<file path="src/rtl/sfp_vec_accum_if.sv">
// Valid/ready stream bundle for the vector accumulator: partial-sum beats in,
// finished, saturated vectors out.
interface sfp_vec_accum_if #(
  parameter int NCH   = 8,
  parameter int IN_W  = 16,
  parameter int OUT_W = 16
);
  logic                 in_valid;
  logic                 in_ready;
  logic                 in_last;
  logic [NCH*IN_W-1:0]  in_data;
  logic                 out_valid;
  logic                 out_ready;
  logic [NCH*OUT_W-1:0] out_data;

  modport slave (
    input  in_valid, in_last, in_data, out_ready,
    output in_ready, out_valid, out_data
  );
  modport master (
    output in_valid, in_last, in_data, out_ready,
    input  in_ready, out_valid, out_data
  );
endinterface

</file>
<file path="src/rtl/sfp_vec_accum.sv">
// NCH-lane partial-sum accumulator: saturating add per beat, then on the last
// beat shift, optional ReLU and clamp to OUT_W into a held output register.
module sfp_lane #(
  parameter int IN_W  = 16,
  parameter int ACC_W = 32,
  parameter int OUT_W = 16,
  parameter int SH_W  = 5
) (
  input  logic                    clr,
  input  logic signed [ACC_W-1:0] acc_q,
  input  logic signed [IN_W-1:0]  din,
  input  logic [SH_W-1:0]         shift,
  input  logic                    relu_en,
  output logic signed [ACC_W-1:0] acc_sum,
  output logic                    acc_sat,
  output logic signed [OUT_W-1:0] out_val,
  output logic                    out_sat
);
  localparam logic signed [ACC_W-1:0] ACC_MAX = {1'b0, {(ACC_W-1){1'b1}}};
  localparam logic signed [ACC_W-1:0] ACC_MIN = {1'b1, {(ACC_W-1){1'b0}}};
  localparam logic signed [OUT_W-1:0] OUT_MAX = {1'b0, {(OUT_W-1){1'b1}}};
  localparam logic signed [OUT_W-1:0] OUT_MIN = {1'b1, {(OUT_W-1){1'b0}}};

  logic signed [ACC_W:0]   wide;
  logic signed [ACC_W-1:0] base;
  logic signed [ACC_W-1:0] shr;

  always_comb begin
    base    = clr ? '0 : acc_q;
    // One guard bit exposes ACC_W overflow as a sign mismatch.
    wide    = {base[ACC_W-1], base} + {{(ACC_W+1-IN_W){din[IN_W-1]}}, din};
    acc_sat = wide[ACC_W] ^ wide[ACC_W-1];
    acc_sum = acc_sat ? (wide[ACC_W] ? ACC_MIN : ACC_MAX) : wide[ACC_W-1:0];
    shr     = acc_sum >>> shift;
    if (relu_en && shr[ACC_W-1]) shr = '0;
    // Fits in OUT_W only if all bits above the OUT_W sign bit replicate it.
    out_sat = !((&shr[ACC_W-1:OUT_W-1]) || (~|shr[ACC_W-1:OUT_W-1]));
    out_val = out_sat ? (shr[ACC_W-1] ? OUT_MIN : OUT_MAX) : shr[OUT_W-1:0];
  end
endmodule

module sfp_vec_accum #(
  parameter int NCH   = 8,
  parameter int IN_W  = 16,
  parameter int ACC_W = 32,
  parameter int OUT_W = 16,
  parameter int SH_W  = 5
) (
  input  logic                   clk,
  input  logic                   reset,
  input  logic                   acc_clear,
  input  logic                   relu_en,
  input  logic [SH_W-1:0]        shift,
  sfp_vec_accum_if.slave         bus,
  output logic                   sat_flag,
  output logic [15:0]            vec_count
);
  logic [NCH-1:0][ACC_W-1:0] acc_q, acc_d, lane_sum;
  logic [NCH-1:0][OUT_W-1:0] lane_out;
  logic [NCH-1:0]            lane_acc_sat, lane_out_sat;
  logic [NCH*OUT_W-1:0]      out_data_q, out_data_d;
  logic                      out_valid_q, out_valid_d;
  logic                      sat_q, sat_d;
  logic [15:0]               cnt_q, cnt_d;
  logic                      beat, handoff;

  for (genvar c = 0; c < NCH; c++) begin : g_lane
    sfp_lane #(.IN_W(IN_W), .ACC_W(ACC_W), .OUT_W(OUT_W), .SH_W(SH_W)) u_lane (
      .clr     (acc_clear),
      .acc_q   (acc_q[c]),
      .din     (bus.in_data[c*IN_W +: IN_W]),
      .shift   (shift),
      .relu_en (relu_en),
      .acc_sum (lane_sum[c]),
      .acc_sat (lane_acc_sat[c]),
      .out_val (lane_out[c]),
      .out_sat (lane_out_sat[c])
    );
  end

  assign bus.in_ready  = !out_valid_q || bus.out_ready;
  assign bus.out_valid = out_valid_q;
  assign bus.out_data  = out_data_q;
  assign sat_flag      = sat_q;
  assign vec_count     = cnt_q;
  assign beat          = bus.in_valid && bus.in_ready;
  assign handoff       = out_valid_q && bus.out_ready;

  always_comb begin
    acc_d       = acc_q;
    out_data_d  = out_data_q;
    out_valid_d = out_valid_q;
    cnt_d       = cnt_q + {15'd0, handoff};
    sat_d       = (acc_clear ? 1'b0 : sat_q)
                | (beat && ((|lane_acc_sat) || (bus.in_last && (|lane_out_sat))));
    if (beat) acc_d = bus.in_last ? '0 : lane_sum;
    else if (acc_clear) acc_d = '0;
    // A new last beat during a handoff replaces the vector without a bubble.
    if (beat && bus.in_last) begin
      out_data_d  = lane_out;
      out_valid_d = 1'b1;
    end else if (handoff) begin
      out_valid_d = 1'b0;
    end
  end

  always_ff @(posedge clk) begin
    if (reset) begin
      acc_q       <= '0;
      out_data_q  <= '0;
      out_valid_q <= 1'b0;
      sat_q       <= 1'b0;
      cnt_q       <= '0;
    end else begin
      acc_q       <= acc_d;
      out_data_q  <= out_data_d;
      out_valid_q <= out_valid_d;
      sat_q       <= sat_d;
      cnt_q       <= cnt_d;
    end
  end
endmodule

</file>
<file path="src/flat_wrapper.sv">
// flat-port wrapper written by rule: the top's interface ports become plain ports
module sfp_vec_accum_flat 
#(
  parameter int NCH   = 8,
  parameter int IN_W  = 16,
  parameter int ACC_W = 32,
  parameter int OUT_W = 16,
  parameter int SH_W  = 5
)
  (clk, reset, acc_clear, relu_en, shift, sat_flag, vec_count, bus_in_valid, bus_in_last, bus_in_data, bus_out_ready, bus_in_ready, bus_out_valid, bus_out_data);
  sfp_vec_accum_if #(.NCH(NCH), .IN_W(IN_W), .OUT_W(OUT_W)) bus_i ();
  input  logic clk;
  input  logic reset;
  input  logic acc_clear;
  input  logic relu_en;
  input  logic [SH_W-1:0] shift;
  output logic sat_flag;
  output logic [15:0] vec_count;
  input wire logic [$bits(bus_i.in_valid)-1:0] bus_in_valid;
  input wire logic [$bits(bus_i.in_last)-1:0] bus_in_last;
  input wire logic [$bits(bus_i.in_data)-1:0] bus_in_data;
  input wire logic [$bits(bus_i.out_ready)-1:0] bus_out_ready;
  output wire logic [$bits(bus_i.in_ready)-1:0] bus_in_ready;
  output wire logic [$bits(bus_i.out_valid)-1:0] bus_out_valid;
  output wire logic [$bits(bus_i.out_data)-1:0] bus_out_data;
  assign bus_i.in_valid = bus_in_valid;
  assign bus_i.in_last = bus_in_last;
  assign bus_i.in_data = bus_in_data;
  assign bus_i.out_ready = bus_out_ready;
  assign bus_in_ready = bus_i.in_ready;
  assign bus_out_valid = bus_i.out_valid;
  assign bus_out_data = bus_i.out_data;
  sfp_vec_accum #(.NCH(NCH), .IN_W(IN_W), .ACC_W(ACC_W), .OUT_W(OUT_W), .SH_W(SH_W)) u_core (.clk(clk), .reset(reset), .acc_clear(acc_clear), .relu_en(relu_en), .shift(shift), .bus(bus_i), .sat_flag(sat_flag), .vec_count(vec_count));
endmodule
</file>
<file path="config.mk">
export PLATFORM = sky130hd
export DESIGN_NAME = sfp_vec_accum_flat
export DESIGN_NICKNAME = d
export VERILOG_FILES = /design/src/rtl/sfp_vec_accum_if.sv /design/src/rtl/sfp_vec_accum.sv /design/src/flat_wrapper.sv
export SDC_FILE = /design/constraint.sdc
export NUM_CORES = 2
export LEC_CHECK = 0
export ABC_AREA = 1
export CORE_MARGIN = 5
export CORE_UTILIZATION = 57
export CTS_BUF_LIST = sky130_fd_sc_hd__clkbuf_8
export DETAILED_ROUTE_END_ITERATION = 8
export GPL_ROUTABILITY_DRIVEN = 0
export PLACE_DENSITY = 0.77
export SYNTH_ARGS = -nofsm -noshare
export SYNTH_HDL_FRONTEND = slang
export SYNTH_SLANG_ARGS = --single-unit
</file>
<file path="constraint.sdc">
create_clock -name clk -period 6.4 [get_ports clk]
set_clock_uncertainty 0.15 [all_clocks]
set_input_delay 0.96 -clock clk [delete_from_list [all_inputs] [get_ports clk]]
set_output_delay 0.96 -clock clk [all_outputs]
set_load 0.02 [all_outputs]
</file>
Word-level counts from Yosys, hierarchy flattened
Index checks and enable logic that the tools add are counted.
{"block": "word_totals", "output_inout_bits": 147, "latch_bits": 0, "ff_bits": 402, "romBits": 0, "inputBits": 140, "wordCells": 152, "ram_bits": 0, "memories": 0}
{"block": "op_classes", "mux": 54, "n_reduce_logical": 60, "bitwise_logic": 9, "addsub": 9, "n_mul": 0, "shifts": 8, "eq_ne": 0, "magnitude_cmp": 0, "n_div": 0}
{"operator": "2-to-1 mux 32 bit", "count": 32}
{"operator": "2-to-1 mux 256 bit", "count": 3}
{"operator": "adder 32 x 16 -> 33 bit", "count": 8}
{"operator": "2-to-1 mux 16 bit", "count": 16}
{"operator": ">>> shifter 32 x 5 -> 32 bit", "count": 8}
{"operator": "AND reduction 17 bit", "count": 8}
{"operator": "OR reduction 17 bit", "count": 8}
{"operator": "zero test 1 bit", "count": 17}
{"operator": "adder 16 x 1 -> 16 bit", "count": 1}
{"operator": "OR reduction 8 bit", "count": 2}
{"operator": "logical AND 1 bit", "count": 13}
{"operator": "logical OR 1 bit", "count": 10}
{"operator": "bitwise XOR 1 bit", "count": 8}
{"operator": "nonzero test 2 bit", "count": 2}
{"operator": "2-to-1 mux 1 bit", "count": 3}
{"operator": "OR 1 bit", "count": 1}

Logic depth before layout (Yosys ltp)
{"block": "logic_depth", "ltp_word": 16, "depth_mapped": 43, "ltp_nobuf": 40}

Modules after synthesis
From an unflattened synthesis, not the netlist that was laid out.
{"block": "hier_totals", "hier_cells": 10554, "hier_area_um2": 54415.9}
{"module": "sfp_lane at u_core.g_lane[2].u_lane ...", "seq_area_each_um2": 0.0, "area_each_um2": 5032.3, "cells_per_inst": 1088, "n_inst": 3}
{"module": "sfp_vec_accum", "seq_area_each_um2": 8047.7, "area_each_um2": 14073.5, "cells_per_inst": 1804, "n_inst": 1}
{"module": "sfp_lane at u_core.g_lane[6].u_lane ...", "seq_area_each_um2": 0.0, "area_each_um2": 5118.7, "cells_per_inst": 1105, "n_inst": 2}
{"module": "sfp_lane at u_core.g_lane[0].u_lane ...", "seq_area_each_um2": 0.0, "area_each_um2": 5032.3, "cells_per_inst": 1096, "n_inst": 2}
{"module": "sfp_lane at u_core.g_lane[5].u_lane", "seq_area_each_um2": 0.0, "area_each_um2": 4943.5, "cells_per_inst": 1084, "n_inst": 1}

Worst setup path before layout
No wires, ideal clock.
{"block": "synth_timing", "kind": "input -> register", "from": "input acc_clear", "to": "register u_core.out_data_q[71] (netlist: u_core.bus.out_data[71])", "stages": 34, "setup_slack_ps": 390, "required_ps": 6110, "arrival_ps": 5720, "path_buffers": 7, "setup_ps": 140, "cell_sequence": "clkbuf_1 > clkbuf_1 > clkbuf_1 > nor2_1 > ha_1 > a21oi_1 > nand2_1 > nand2_1 > nand2_1 > nand2_1 > nand2_1 > nand2_1 > nand2_1 > a221o_1 > xor2_1 > inv_1 > ha_1 > buf_2 > clkinv_1 > clkbuf_1 > nand3_1 > nand3_1 > nand3_1 > nand3_1 > nand3_1 > nand2_1 > inv_1 > nor3_1 > nand3_2 > o21ai_4 > or2_1 > buf_6 > buf_12 > a31oi_2"}
{"block": "synth_between", "elab_chain_cells": 11, "word_cells_on_any_way": 14, "classes_between": "add/sub (1); shift (1); mux (6); bitwise (1); reduce/logical (5)"}
{"element": "from (decl)", "line": "flat_wrapper.sv:14", "text": "input logic acc_clear;"}
{"element": "2-to-1 mux 32 bit *", "line": "sfp_vec_accum.sv:29", "text": "base = clr ? '0 : acc_q;"}
{"element": "adder 32 x 16 -> 33 bit *", "line": "sfp_vec_accum.sv:31", "text": "wide = {base[ACC_W-1], base} + {{(ACC_W+1-IN_W){din[IN_W-1]}}, din};"}
{"element": "2-to-1 mux 32 bit or bitwise XOR 1 bit (tied branches)", "line": "sfp_vec_accum.sv:33, sfp_vec_accum.sv:32"}
{"element": "2-to-1 mux 32 bit *", "line": "sfp_vec_accum.sv:33", "text": "acc_sum = acc_sat ? (wide[ACC_W] ? ACC_MIN : ACC_MAX) : wide[ACC_W-1:0];"}
{"element": ">>> shifter 32 x 5 -> 32 bit *", "line": "sfp_vec_accum.sv:34", "text": "shr = acc_sum >>> shift;"}
{"element": "logical AND 1 bit", "line": "sfp_vec_accum.sv:35", "text": "if (relu_en && shr[ACC_W-1]) shr = '0;"}
{"element": "2-to-1 mux 32 bit *", "line": "sfp_vec_accum.sv:35"}
{"element": "OR reduction 17 bit", "line": "sfp_vec_accum.sv:37", "text": "out_sat = !((&shr[ACC_W-1:OUT_W-1]) || (~|shr[ACC_W-1:OUT_W-1]));"}
{"element": "zero test 1 bit", "line": "sfp_vec_accum.sv:37"}
{"element": "logical OR 1 bit", "line": "sfp_vec_accum.sv:37"}
{"element": "2-to-1 mux 16 bit *", "line": "sfp_vec_accum.sv:38", "text": "out_val = out_sat ? (shr[ACC_W-1] ? OUT_MIN : OUT_MAX) : shr[OUT_W-1:0];"}
{"element": "to (signal assigned)", "line": "sfp_vec_accum.sv:116", "text": "out_data_q <= out_data_d;"}
{"element": "to (decl)", "line": "sfp_vec_accum.sv:61", "text": "logic [NCH*OUT_W-1:0] out_data_q, out_data_d;"}
Every way passes the cells marked *; elsewhere a longest branch is shown, timed or not.
A chain may end at the register's enable or synchronous reset.

Worst setup path after layout
{"block": "layout_timing", "from": "input acc_clear", "to": "register u_core.sat_q (netlist: u_core.sat_flag)"}
{"block": "layout_between", "elab_chain_cells": 16, "word_cells_on_any_way": 111, "classes_between": "add/sub (8); shift (8); mux (33); bitwise (9); reduce/logical (53)"}
{"element": "2-to-1 mux 32 bit", "line": "sfp_vec_accum.sv:29"}
{"element": "adder 32 x 16 -> 33 bit", "line": "sfp_vec_accum.sv:31"}
{"element": "2-to-1 mux 32 bit or bitwise XOR 1 bit (tied branches)", "line": "sfp_vec_accum.sv:33, sfp_vec_accum.sv:32"}
{"element": "2-to-1 mux 32 bit", "line": "sfp_vec_accum.sv:33"}
{"element": ">>> shifter 32 x 5 -> 32 bit", "line": "sfp_vec_accum.sv:34"}
{"element": "logical AND 1 bit", "line": "sfp_vec_accum.sv:35"}
{"element": "2-to-1 mux 32 bit", "line": "sfp_vec_accum.sv:35"}
{"element": "OR reduction 17 bit", "line": "sfp_vec_accum.sv:37"}
{"element": "zero test 1 bit", "line": "sfp_vec_accum.sv:37"}
{"element": "logical OR 1 bit", "line": "sfp_vec_accum.sv:37"}
{"element": "zero test 1 bit", "line": "sfp_vec_accum.sv:37"}
{"element": "OR reduction 8 bit", "line": "sfp_vec_accum.sv:95", "text": "| (beat && ((|lane_acc_sat) || (bus.in_last && (|lane_out_sat))));"}
{"element": "logical AND 1 bit", "line": "sfp_vec_accum.sv:95"}
{"element": "logical OR 1 bit", "line": "sfp_vec_accum.sv:95"}
{"element": "logical AND 1 bit", "line": "sfp_vec_accum.sv:95"}
{"element": "OR 1 bit *", "line": "sfp_vec_accum.sv:95"}
{"element": "to (signal assigned)", "line": "sfp_vec_accum.sv:118", "text": "sat_q <= sat_d;"}
{"element": "to (decl)", "line": "sfp_vec_accum.sv:63", "text": "logic sat_q, sat_d;"}
Marked as above.

==> metrics.txt <==
Critical Path RT 6.77 ns; worst slack, placed -0.0299 ns; I/O pins 287; Max Freq 171 MHz; Final min period 5.86 ns; Rows 109; Pwr Density 183 nW/um^2; syn_nets 9837; Routed Antenna Nets 0; crit-path max cell delay 0.32 ns; critical path launch point acc_clear; post-CTS resize count 0; DR WL/cell 16.7 um; Max-slew headroom 16.3%; EDFF count, synth 0; Area growth syn-to-layout 12.8%; CTS buffer count 78; status complete, no violations; drt total wl 181000 um; worst-path cell with the longest stage delay buf_8; Post-Synthesis Cell Area 50400 um^2; Hold-fix buffers, CTS 0; final worst-path cycle share 91.5%; Syn Inst Count 9417; Post-synth top cells nand2_1 (2955), nand3_1 (1348), inv_1 (1182); post-synth top area cell nand2_1; critical path class primary input to flop; Post-Syn Area per Cell 5.36 um^2; layout cell share with drive strength beyond 1 5.51%; crit path launch type primary input; post-DP HPWL 137000 um; final number of hold-violating endpoints 0; Final setup viols 0; grt total ovfl 0; Final Max Tran Viols 0; initial antenna violation count 2; Area contributors post-synth nand2_1 (22%), dfxtp_1 (16%), nand3_1 (13%); area fraction of the dominant cell type after synthesis 22.0%; hold wc startpoint u_core.vec_count[15]; worst skew pair latency 0.72 ns; Total GRT Usage 36.0%; register area share after synthesis 16.0%; FF-to-FF Start u_core.acc_q[74]; drt pass-1 iters 8; Clock Sinks 402; final core occ 64.6%; starting density of the core 57.3%; Worst-Margin Slew 1.24 ns; max cap viols 0; Worst-path clk slew 0.06 ns; CTS Root Cell clkbuf_8; H-tree levels 3; drt drc 0; TritonCTS clock tree yes; die extent in y 307 um; Min-Delay Path Class flop to flop; Most used DFF post-synth dfxtp_1; Yosys reg bits 402; Final nets 10000; routed vias 63500; first-pass GRT wire length 286000 um; die area 94600 um^2; Arr. time, crit path 6.23 ns; CP max FO 45; Netlist cell types 66; Vias/cell 5.86; final worst setup slack 0.543 ns; Die X 307 um; unrepaired setup endpoints after global routing no; port bufs 286; CP top delay family simple AND/OR/NAND/NOR gates; largest net degree at the start of global routing 198; CP most frequent cell nand2_1; Yosys warnings 0; core area 88100 um^2; sum of buffers and inverters on the critical path 7; number of setup buffers added after CTS 0; Initial DRC Count 8164; asr flop ratio synth 0%; leakage dissipation 28.4 nW; Crit. End Element flop; # fillers 8664; peak supply drop 205 uV; Max clock buf depth 3; count leader, synth nand2_1; vias in the first global route 56500
[area by class of cell]
cell class | count | area (um^2) | area share, %
diodes | 2 | 5.00 | 0.00879
clock buffers | 94 | 1290 | 2.27
clock inverters | 47 | 323 | 0.567
inverters | 1203 | 4540 | 7.98
multi-input cells | 7330 | 35800 | 62.8
flip-flops and latches | 402 | 8050 | 14.1
well taps | 1165 | 1460 | 2.56
repair buffers | 591 | 5500 | 9.66
[stage by stage]
stage	setup TNS (ns)	std cells	hold slack, ns	instance area, um^2	power, mW
2_1_floorplan	0	9417	0.291	50400	6.04
4_1_cts	0	10800	0.307	56900	10.3
5_1_grt	0	10800	0.329	56900	11.1
3_3_place_gp	0	10700	0.293	55300	7.49
3_5_place_dp	-0.0417	10700	0.301	55300	7.55
6_report	0	10800	0.302	56900	10.4
[cells in the final DEF, fill, tap and decap left out, types with 36 or more instances in the layout]
cell type        netlist  layout
nand2_1             2955    2954
inv_1               1182    1201
dfxtp_1              402     402
nand4_1              102     102
buf_4                 22     279
o21ai_0              521     521
o2111ai_1             39      39
nor2_1               834     832
ha_1                 272     272
a31oi_1               71      71
nor3_1                48      48
clkbuf_8               0      95
xor2_1                36      36
clkdlybuf4s50_1        0     279
a21oi_1              731     731
nand3_1             1348    1347
[where the power goes]
part | leakage (nW) | switching (mW) | total [mW] | internal (mW)
combinational | 24.3 | 3.24 | 4.87 | 1.63
clock | 0.903 | 1.28 | 2.74 | 1.47
sequential | 3.28 | 0.136 | 2.80 | 2.67
total | 28.4 | 4.65 | 10.4 | 5.76
[state kept, by name (all words and copies together), names as in the netlist]
signal and count:
u_core.acc_q 256, u_core.bus.out_data 128, u_core.vec_count 16, u_core.bus.out_valid 1
u_core.sat_flag 1
[worst reg2reg max path, delay by kind of cell (launching register included)]
| kind | cells | cell delay [ns] |
|---|---|---|
| fa+ha+maj | 2 | 0.64 |
| xor+xnor | 1 | 0.20 |
| buf+inv | 6 | 0.66 |
| compound gates | 3 | 0.57 |
| simple gates | 23 | 2.77 |
| flops | 1 | 0.33 |
[final timing paths]
path	slack, ns	cells after the start	end
worst max-delay path	0.54	36	u_core.sat_flag
worst min-delay path	0.30	1	u_core.vec_count[15]
worst max register to register	0.91	35	u_core.sat_flag
worst min register to register	0.30	1	u_core.vec_count[15]
[routing by layer]
metal / track usage (%) / vias up / share of wire [%]
met5: 0 / - / 0
met4: 14.6 / 0 / 4.4
met3: 7.83 / 491 / 12
met2: 55.3 / 3414 / 42
met1: 49.2 / 28500 / 41
li1: - / 31100 / -
[kinds of logic after synthesis]
kind of cell / after synthesis / synth area share [%]
compound gates: 1581 / 17.5
xor+xnor: 53 / 0.920
simple gates: 5388 / 44.8
mux: 28 / 0.556
flops: 402 / 16.0
fa+ha+maj: 280 / 7.06
buf+inv: 1685 / 13.2
No activity file was read; power rests on OpenSTA's default activity.
